`src/rtl/count_spi_pkg.sv`:
```
// count_spi_pkg: shared constants and helpers for the count_spi_tx slice.
//   - FSM state encoding (IDLE/LOAD/SHIFT/DRAIN)
//   - CRC-8 polynomial and single-bit CRC update helper
//   - minimum host sclk divider and bit-counter width helper
package count_spi_pkg;

  localparam logic [1:0] ST_IDLE  = 2'd0;
  localparam logic [1:0] ST_LOAD  = 2'd1;
  localparam logic [1:0] ST_SHIFT = 2'd2;
  localparam logic [1:0] ST_DRAIN = 2'd3;

  localparam logic [7:0] CRC8_POLY    = 8'h07;
  localparam int         MIN_SCLK_DIV = 8;

  // Bit counter must cover the longest frame (data plus optional CRC byte).
  function automatic int bitcnt_w(input int data_w);
    return $clog2(data_w + 8);
  endfunction

  // One MSB-first step of CRC-8 with polynomial CRC8_POLY.
  function automatic logic [7:0] crc8_update(input logic [7:0] crc, input logic din);
    logic fb;
    fb = crc[7] ^ din;
    if (fb) begin
      return {crc[6:0], 1'b0} ^ CRC8_POLY;
    end else begin
      return {crc[6:0], 1'b0};
    end
  endfunction

endpackage

```
`src/rtl/spi_sync_edge.sv`:
```
// spi_sync_edge: multi-flop synchroniser for an asynchronous pin, followed by
// one edge-detect flop producing single-cycle rise/fall pulses.
// Ports:
//   clk   - sampling clock
//   rst_n - asynchronous active-low reset (chain loads RST_VAL so that no
//           spurious edge is reported when reset releases)
//   din   - asynchronous pin
//   rise  - one-cycle pulse after a synchronised 0->1 transition
//   fall  - one-cycle pulse after a synchronised 1->0 transition
module spi_sync_edge #(
  parameter int   STAGES  = 2,
  parameter logic RST_VAL = 1'b0
) (
  input  logic clk,
  input  logic rst_n,
  input  logic din,
  output logic rise,
  output logic fall
);

  logic [STAGES-1:0] sync_r;
  logic              prev_r;

  // Synchroniser chain plus the edge-detect history flop.
  always_ff @(posedge clk or negedge rst_n) begin
    if (!rst_n) begin
      sync_r <= {STAGES{RST_VAL}};
      prev_r <= RST_VAL;
    end else begin
      sync_r <= {sync_r[STAGES-2:0], din};
      prev_r <= sync_r[STAGES-1];
    end
  end

  assign rise = sync_r[STAGES-1] & ~prev_r;
  assign fall = ~sync_r[STAGES-1] & prev_r;

endmodule

```
`src/rtl/count_spi_tx.sv`:
```
// count_spi_tx: SPI responder (mode 0, MSB first) returning photon-count
// snapshots. A chip-select assertion captures cnt once (snap pulse), then the
// snapshot is shifted out on miso, one bit per host sclk falling edge.
// Optional macro COUNT_SPI_CRC_EN appends a CRC-8 (poly 0x07, init 0x00,
// MSB first, no final XOR) of the snapshot after the data bits.
// Ports:
//   clk50Mhz    - system clock
//   rst         - asynchronous active-low reset
//   cnt         - live count input
//   sclk, cs_n  - asynchronous host SPI clock and active-low chip select
//   miso        - registered serial data
//   miso_oe     - pad output enable, high while a frame is in progress
//   snap        - one-cycle pulse in the cycle cnt is captured
//   busy        - frame in progress
//   frame_done  - one-cycle pulse: frame ended after all bits were shifted
//   short_frame - one-cycle pulse: cs_n rose before all bits were shifted
import count_spi_pkg::*;

module count_spi_tx #(
  parameter int DATA_W      = 16,
  parameter int SYNC_STAGES = 2
) (
  input  logic              clk50Mhz,
  input  logic              rst,
  input  logic [DATA_W-1:0] cnt,
  input  logic              sclk,
  input  logic              cs_n,
  output logic              miso,
  output logic              miso_oe,
  output logic              snap,
  output logic              busy,
  output logic              frame_done,
  output logic              short_frame
);

`ifdef COUNT_SPI_CRC_EN
  localparam int FRAME_W = DATA_W + 8;
`else
  localparam int FRAME_W = DATA_W;
`endif
  localparam int BCW = bitcnt_w(DATA_W);

  logic               sclk_rise_s;
  logic               sclk_fall_s;
  logic               cs_rise_s;
  logic               cs_fall_s;
  logic [1:0]         state_r;
  logic [FRAME_W-1:0] shreg_r;
  logic [FRAME_W-1:0] frame_s;
  logic [BCW-1:0]     bitcnt_r;
  logic               miso_r;
  logic               miso_oe_r;
  logic               snap_r;
  logic               busy_r;
  logic               frame_done_r;
  logic               short_frame_r;
  logic               sync_unused_s;

  spi_sync_edge #(.STAGES(SYNC_STAGES), .RST_VAL(1'b0)) u_sclk_sync (
    .clk   (clk50Mhz),
    .rst_n (rst),
    .din   (sclk),
    .rise  (sclk_rise_s),
    .fall  (sclk_fall_s)
  );

  // cs_n idles high, so its chain resets high to avoid a false cs_fall.
  spi_sync_edge #(.STAGES(SYNC_STAGES), .RST_VAL(1'b1)) u_cs_sync (
    .clk   (clk50Mhz),
    .rst_n (rst),
    .din   (cs_n),
    .rise  (cs_rise_s),
    .fall  (cs_fall_s)
  );

  // Mode 0 responder only acts on sclk falling edges.
  assign sync_unused_s = sclk_rise_s;

`ifdef COUNT_SPI_CRC_EN
  logic [7:0] crc_s;

  // Whole-snapshot CRC evaluated combinationally from cnt during LOAD.
  always_comb begin
    crc_s = 8'h00;
    for (int i = DATA_W - 1; i >= 0; i--) begin
      crc_s = crc8_update(crc_s, cnt[i]);
    end
    frame_s = {cnt, crc_s};
  end
`else
  assign frame_s = cnt;
`endif

  // Frame FSM with registered outputs. miso holds the bit currently on the
  // wire and shreg_r holds the bits still to come, so each shift moves the
  // top of shreg_r onto miso.
  always_ff @(posedge clk50Mhz or negedge rst) begin
    if (!rst) begin
      state_r       <= ST_IDLE;
      shreg_r       <= '0;
      bitcnt_r      <= '0;
      miso_r        <= 1'b0;
      miso_oe_r     <= 1'b0;
      snap_r        <= 1'b0;
      busy_r        <= 1'b0;
      frame_done_r  <= 1'b0;
      short_frame_r <= 1'b0;
    end else begin
      snap_r        <= 1'b0;
      frame_done_r  <= 1'b0;
      short_frame_r <= 1'b0;
      case (state_r)
        ST_IDLE: begin
          if (cs_fall_s) begin
            state_r   <= ST_LOAD;
            snap_r    <= 1'b1;
            busy_r    <= 1'b1;
            miso_oe_r <= 1'b1;
          end else begin
            state_r <= ST_IDLE;
          end
        end
        ST_LOAD: begin
          // cnt is sampled only here; later changes cannot reach the frame.
          {miso_r, shreg_r} <= {frame_s, 1'b0};
          bitcnt_r          <= '0;
          if (cs_rise_s) begin
            state_r       <= ST_IDLE;
            busy_r        <= 1'b0;
            miso_oe_r     <= 1'b0;
            miso_r        <= 1'b0;
            short_frame_r <= 1'b1;
          end else begin
            state_r <= ST_SHIFT;
          end
        end
        ST_SHIFT: begin
          // cs_rise wins over a simultaneous sclk_fall.
          if (cs_rise_s) begin
            state_r       <= ST_IDLE;
            busy_r        <= 1'b0;
            miso_oe_r     <= 1'b0;
            miso_r        <= 1'b0;
            short_frame_r <= 1'b1;
          end else if (sclk_fall_s) begin
            shreg_r  <= {shreg_r[FRAME_W-2:0], 1'b0};
            bitcnt_r <= bitcnt_r + BCW'(1);
            if (bitcnt_r == BCW'(FRAME_W - 1)) begin
              state_r <= ST_DRAIN;
              miso_r  <= 1'b0;
            end else begin
              state_r <= ST_SHIFT;
              miso_r  <= shreg_r[FRAME_W-1];
            end
          end else begin
            state_r <= ST_SHIFT;
          end
        end
        ST_DRAIN: begin
          if (cs_rise_s) begin
            state_r      <= ST_IDLE;
            busy_r       <= 1'b0;
            miso_oe_r    <= 1'b0;
            miso_r       <= 1'b0;
            frame_done_r <= 1'b1;
          end else begin
            state_r <= ST_DRAIN;
          end
        end
        default: begin
          state_r   <= ST_IDLE;
          busy_r    <= 1'b0;
          miso_oe_r <= 1'b0;
          miso_r    <= 1'b0;
        end
      endcase
    end
  end

  assign miso        = miso_r;
  assign miso_oe     = miso_oe_r;
  assign snap        = snap_r;
  assign busy        = busy_r;
  assign frame_done  = frame_done_r;
  assign short_frame = short_frame_r;

endmodule
```
`config.mk`:
```
export PLATFORM = sky130hd
export DESIGN_NAME = count_spi_tx
export DESIGN_NICKNAME = d
export VERILOG_FILES = /design/src/rtl/count_spi_pkg.sv /design/src/rtl/spi_sync_edge.sv /design/src/rtl/count_spi_tx.sv
export SDC_FILE = /design/constraint.sdc
export NUM_CORES = 1
export LEC_CHECK = 0
export ABC_AREA = 1
export BUFFER_PORTS_ARGS = -buffer_cell sky130_fd_sc_hd__buf_4
export CAP_MARGIN = 5
export CORE_MARGIN = 1.5
export CORE_UTILIZATION = 51
export DETAILED_ROUTE_END_ITERATION = 10
export PLACE_DENSITY_LB_ADDON = 0.08
export SLEW_MARGIN = 20
export SYNTH_ARGS = -nofsm -noshare
export SYNTH_HDL_FRONTEND = slang
export SYNTH_SLANG_ARGS = --single-unit
```
`constraint.sdc`:
```
create_clock -name clk50Mhz -period 2.1 [get_ports clk50Mhz]
set_clock_uncertainty 0.15 [all_clocks]
set_input_delay 0.105 -clock clk50Mhz [delete_from_list [all_inputs] [get_ports clk50Mhz]]
set_output_delay 0.105 -clock clk50Mhz [all_outputs]
set_load 0.005 [all_outputs]
```
==> results of run 1 <==
[flip-flops by register name, summed over array words and instances, names as in the netlist]
signal	count
u_sclk_sync.sync_r	2
shreg_r	15
bitcnt_r	5
busy	1
u_cs_sync.sync_r	2
u_cs_sync.prev_r	1
u_sclk_sync.prev_r	1
frame_done	1
short_frame	1
state_r	2
snap	1
miso	1
[synth_stat cells (2+ instances only)]
cell	number	area share [%]
nand3_4	2	2.1
inv_2	2	0.44
o21ai_1	16	4.7
nand3_1	5	1.5
dfrtp_1	30	44
ha_1	7	5.2
nand2_2	2	0.74
o21ai_2	10	5.2
nand4_1	2	0.74
dfstp_2	3	4.6
nor2_1	7	1.5
inv_1	26	5.7
buf_4	2	0.88
o21ai_0	6	1.8
buf_6	6	4.0
nand2_1	57	13
a21oi_1	5	1.5
[cells by family after synthesis]
| logic type | after synthesis | synth area share [%] |
|---|---|---|
| buffers and inverters | 36 | 11.1 |
| adder cells (fa/ha/maj) | 7 | 5.16 |
| AO/OA/AOI/OAI | 37 | 13.1 |
| AND/OR/NAND/NOR | 80 | 21.8 |
| flip-flops | 33 | 48.9 |
[metrics by stage]
stage | hold WS [ns] | power, mW | worst slack [ns] | cell area, um^2 | util, %
finish | 0.0883 | 2.53 | 0.306 | 2150 | 69.4
floorplan | -0.341 | 1.86 | 0.608 | 1700 | -
global placement | -0.0816 | 1.98 | 0.396 | 1870 | 60.4
global route | 0.128 | 2.78 | 0.152 | 2150 | 69.4
detailed placement | -0.0762 | 2.02 | 0.333 | 1870 | 60.4
CTS | 0.0913 | 2.57 | 0.309 | 2150 | 69.4
[layer usage]
layer	share of wire [%]	GRT usage, %
met5	0	0
met4	0.82	7.45
met3	2.8	3.84
met2	51	32.0
met1	46	25.1
[area by class of cell]
class / instances / area share (%)
tap: 44 / 2.56
clock buffer: 6 / 2.38
sequential: 33 / 38.5
clock inverter: 2 / 1.74
timing repair buffer: 46 / 18.3
multi-input combinational: 124 / 31.6
inverter: 28 / 4.88
[final timing paths]
path | startpoint | to | slack, ns | cells after the start
min in group clk50Mhz | u_sclk_sync.sync_r[0] | u_sclk_sync.sync_r[1] | 0.21 | 0
worst min-delay path | rst | bitcnt_r[4] | 0.09 | 2
worst min register to register | u_sclk_sync.sync_r[0] | u_sclk_sync.sync_r[1] | 0.21 | 0
worst max register to register | state_r[0] | shreg_r[13] | 0.31 | 8
worst max-delay path | state_r[0] | shreg_r[13] | 0.31 | 8
max in group asynchronous | rst | u_cs_sync.sync_r[0] | 1.38 | 2
[timing repair]
item                      4_1_cts  5_1_grt
hold buffers                   19        0
hold endpoints to repair       51        0
setup buffers                   0        0
[power breakdown]
group          switching (mW)  internal, mW
clock network           0.222         0.283
logic                   0.684         0.424
registers              0.0838         0.838
total                   0.989          1.55
==> flow_summary.json, run 1 <==
{
  "status": "finished, final reports clean",
  "required_ns": 2.17,
  "power_leakage_nw": 1.06,
  "grt_overflow": 0,
  "multi_input_area_um2": 681,
  "seqCellArea_um2": 830,
  "tightest_slew_ns": 0.402,
  "fillers": 261,
  "ys_warn_count": 0,
  "grt_max_degree": 34,
  "die_y_um": 60.7,
  "tritoncts": "yes",
  "clk_pin_slew_ns": 0.11,
  "irDropWorstVdd_mv": 0.520,
  "path_common_cell": "nand2_1",
  "gp_congestion": 0.758,
  "viasPerCell": 4.61,
  "clockRootBuffer": "clkbuf_4",
  "num_rows": 20,
  "crit_buf_inv": 3,
  "tns_ns": 0,
  "die_w_um": 60.7,
  "period_needed_ns": 1.79,
  "synthesis.nets": 220,
  "n_antenna_cell": 0,
  "clock_latency_ns": 0.33,
  "start_util_pct": 54.7,
  "synth.distinct_cells": 22,
  "ant_nets": 0,
  "cts_buffer_depth": 2,
  "cts_max_level": 2,
  "post-route-drc-count": 0,
  "coreArea_um2": 3100,
  "most-common-layout-cells": "nand2_1, dfrtp_1, buf_4",
  "drt_wl_total_um": 3050,
  "maxSlewViolCount": 0,
  "avgSynthCellArea_um2": 8.80,
  "path_cells": "inv_1, ha_1, inv_2, buf_4, nand2_1, o21ai_1, nand2_1, o21ai_2",
  "grt_usage_pct": 19.3,
  "setup_violations": 0,
  "drtIter0Drc": 62,
  "finalNonFillerCells": 283,
  "syn_inst": 193,
  "cp-end-kind": "flop",
  "hold_viol": 0,
  "placed_cells": 256,
  "grt_pass1_vias": 1255,
  "grt_antenna_before_repair": 0,
  "seq_area_frac_synth_pct": 48.9,
  "arrival_ns": 1.86,
  "hpwl_um": 2130,
  "syn_to_final_growth_pct": 26.7,
  "hold_class": "in -> async",
  "fin_crit_sh_pct": 85.4,
  "cts_resized": 0,
  "wire_per_inst_um": 10.8,
  "die_area_um2": 3680,
  "rsz0062_at_grt": "no",
  "grt_pass1_wl_um": 5260,
  "drt_first_pass_iters": 4,
  "crit_type": "reg -> reg",
  "clkSinkCount": 33,
  "slowest_delay_ns": 0.42,
  "synthFlopType": "dfrtp_1",
  "slew_headroom_pct": 73.2,
  "slowest_stage": "dfrtp_1",
  "syn_area_um2": 1700,
  "cts_buffers": 5,
  "drv_cap": 0,
  "power-per-cell-area_nw_per_um2": 1180,
  "nets": 265,
  "crit_family": "buffers and inverters",
  "io_buffers": 25,
  "final_common_cell": "nand2_1",
  "drive_gt1_share_pct": 23.8,
  "worst_setup_path_start_kind": "flop",
  "synth.ff_latch_count": 33,
  "via_count": 1304,
  "async_flop_share_pct": 100,
  "io-pin-count": 26,
  "max_freq_mhz": 557,
  "synth_edf_count": 0,
  "crit_fanout": 26
}
Note: power is estimated with default switching activity, not from simulation.
==> run 2, diff against run 1 <==
==> constraint.sdc (replaced) <==
create_clock -name clk50Mhz -period 2.07 [get_ports clk50Mhz]
set_clock_uncertainty 0.15 [all_clocks]
set_input_delay 0.1035 -clock clk50Mhz [delete_from_list [all_inputs] [get_ports clk50Mhz]]
set_output_delay 0.1035 -clock clk50Mhz [all_outputs]
set_load 0.005 [all_outputs]
==> flow_summary.json, run 2 (synthesis results as in run 1) <==
{
  "status": "finished, final reports clean",
  "drtIter0Drc": 52,
  "worst_setup_path_start_kind": "flop",
  "syn_to_final_growth_pct": 26.7,
  "coreArea_um2": 3100,
  "clock_latency_ns": 0.33,
  "tightest_slew_ns": 0.412,
  "drive_gt1_share_pct": 23.8,
  "wire_per_inst_um": 11.0,
  "clkSinkCount": 33,
  "cts_buffer_depth": 2,
  "period_needed_ns": 1.81,
  "grt_usage_pct": 20.2,
  "maxSlewViolCount": 0,
  "clockRootBuffer": "clkbuf_4",
  "viasPerCell": 4.77,
  "dpl_cell_area_um2": 1870,
  "final_common_cell": "nand2_1",
  "grt_pass1_wl_um": 5420,
  "fin_area_um2": 2150,
  "arrival_ns": 1.89,
  "post-route-drc-count": 0,
  "drv_cap": 0,
  "die_y_um": 60.7,
  "io-pin-count": 26,
  "grt_pass1_vias": 1290,
  "grt_overflow": 0,
  "io_buffers": 25,
  "max_freq_mhz": 552,
  "drt_first_pass_iters": 4,
  "hold_viol": 0,
  "hold_slack_ns": 0.0795,
  "largest_reg_flops": 15,
  "start_util_pct": 54.7,
  "hold_class": "in -> async",
  "die_area_um2": 3680,
  "required_ns": 2.14,
  "grt_antenna_before_repair": 0,
  "crit_fanout": 26,
  "drt_wl_total_um": 3120,
  "tritoncts": "yes",
  "nets": 265,
  "cp-end-kind": "flop",
  "fin_util_pct": 69.4,
  "slew_headroom_pct": 72.5,
  "via_count": 1349,
  "most-common-layout-cells": "nand2_1, dfrtp_1, buf_4",
  "rsz0062_at_grt": "no",
  "num_rows": 20,
  "irDropWorstVdd_mv": 0.623,
  "power_leakage_nw": 1.06,
  "crit_type": "reg -> reg",
  "clk_pin_slew_ns": 0.11,
  "n_antenna_cell": 0,
  "gp_congestion": 0.757,
  "tns_ns": 0,
  "largest-register": "shreg_r",
  "hpwl_um": 2150,
  "ant_nets": 0,
  "die_w_um": 60.7,
  "power-per-cell-area_nw_per_um2": 1200,
  "fin_crit_sh_pct": 87.5,
  "cts_buffers": 5,
  "cts_max_level": 2,
  "grt_max_degree": 34,
  "setup_violations": 0,
  "fillers": 267,
  "reg_top3": "shreg_r: 15 flops, bitcnt_r: 5 flops"
}
==> run 2: cell counts in the layout (fill, tap and decap cells not counted) <==
No cell type changed its count.
==> run 2: final cells by class <==
class | count | area [um^2] | share of cell area, %
Sequential cell | 33 | 830 | 38.5
Multi-Input combinational cell | 124 | 681 | 31.6
Timing Repair Buffer | 46 | 393 | 18.3
Inverter | 28 | 105 | 4.88
Tap cell | 44 | 55.1 | 2.56
Clock buffer | 6 | 51.3 | 2.38
Clock inverter | 2 | 37.5 | 1.74
==> run 2: path summary, 6_finish.rpt <==
path	endpoint	slack (ns)	cells after the start	startpoint
hold / removal	short_frame	0.08	2	rst
max in group asynchronous	u_cs_sync.sync_r[0]	1.35	2	rst
hold reg to reg	u_cs_sync.sync_r[1]	0.21	0	u_cs_sync.sync_r[0]
min in group clk50Mhz	u_cs_sync.sync_r[1]	0.21	0	u_cs_sync.sync_r[0]
setup / recovery	shreg_r[3]	0.26	7	state_r[0]
setup reg to reg	shreg_r[3]	0.26	7	state_r[0]
==> run 2: repair_timing <==
item	CTS	global route
endpoints found under the hold margin	51	0
resized for setup	0	0
hold buffers	19	0
buffers inserted	0	0
==> run 2: power by group <==
| part | internal, mW | leakage, nW | switching [mW] |
|---|---|---|---|
| sequential | 0.850 | 0.411 | 0.0867 |
| clock | 0.287 | 0.0445 | 0.235 |
| combinational | 0.429 | 0.606 | 0.697 |
==> run 2: per-layer routing <==
layer	vias to the layer above	track usage [%]	share of wire, %
met2	26	31.6	47
met5	-	0	0
met1	618	26.4	47
met4	0	8.39	2.0
li1	696	-	-
met3	9	5.76	3.4
==> run 2: worst max-delay path, cell delays in order, from the launching register on <==
cell,delay (ns)
dfrtp_1,0.42
inv_1,0.11
ha_1,0.39
inv_2,0.11
nand2_1,0.12
nand2_4,0.20
nand2_1,0.14
o21ai_2,0.06
==> run 2: per-stage QoR <==
step / power, mW / instances / setup WS, ns
after floorplan: 1.89 / 193 / 0.578
final: 2.59 / 283 / 0.258
after detailed placement: 2.05 / 256 / 0.296
after global placement: 2.01 / 256 / 0.366
after global routing: 2.81 / 283 / 0.109
after CTS: 2.61 / 283 / 0.269
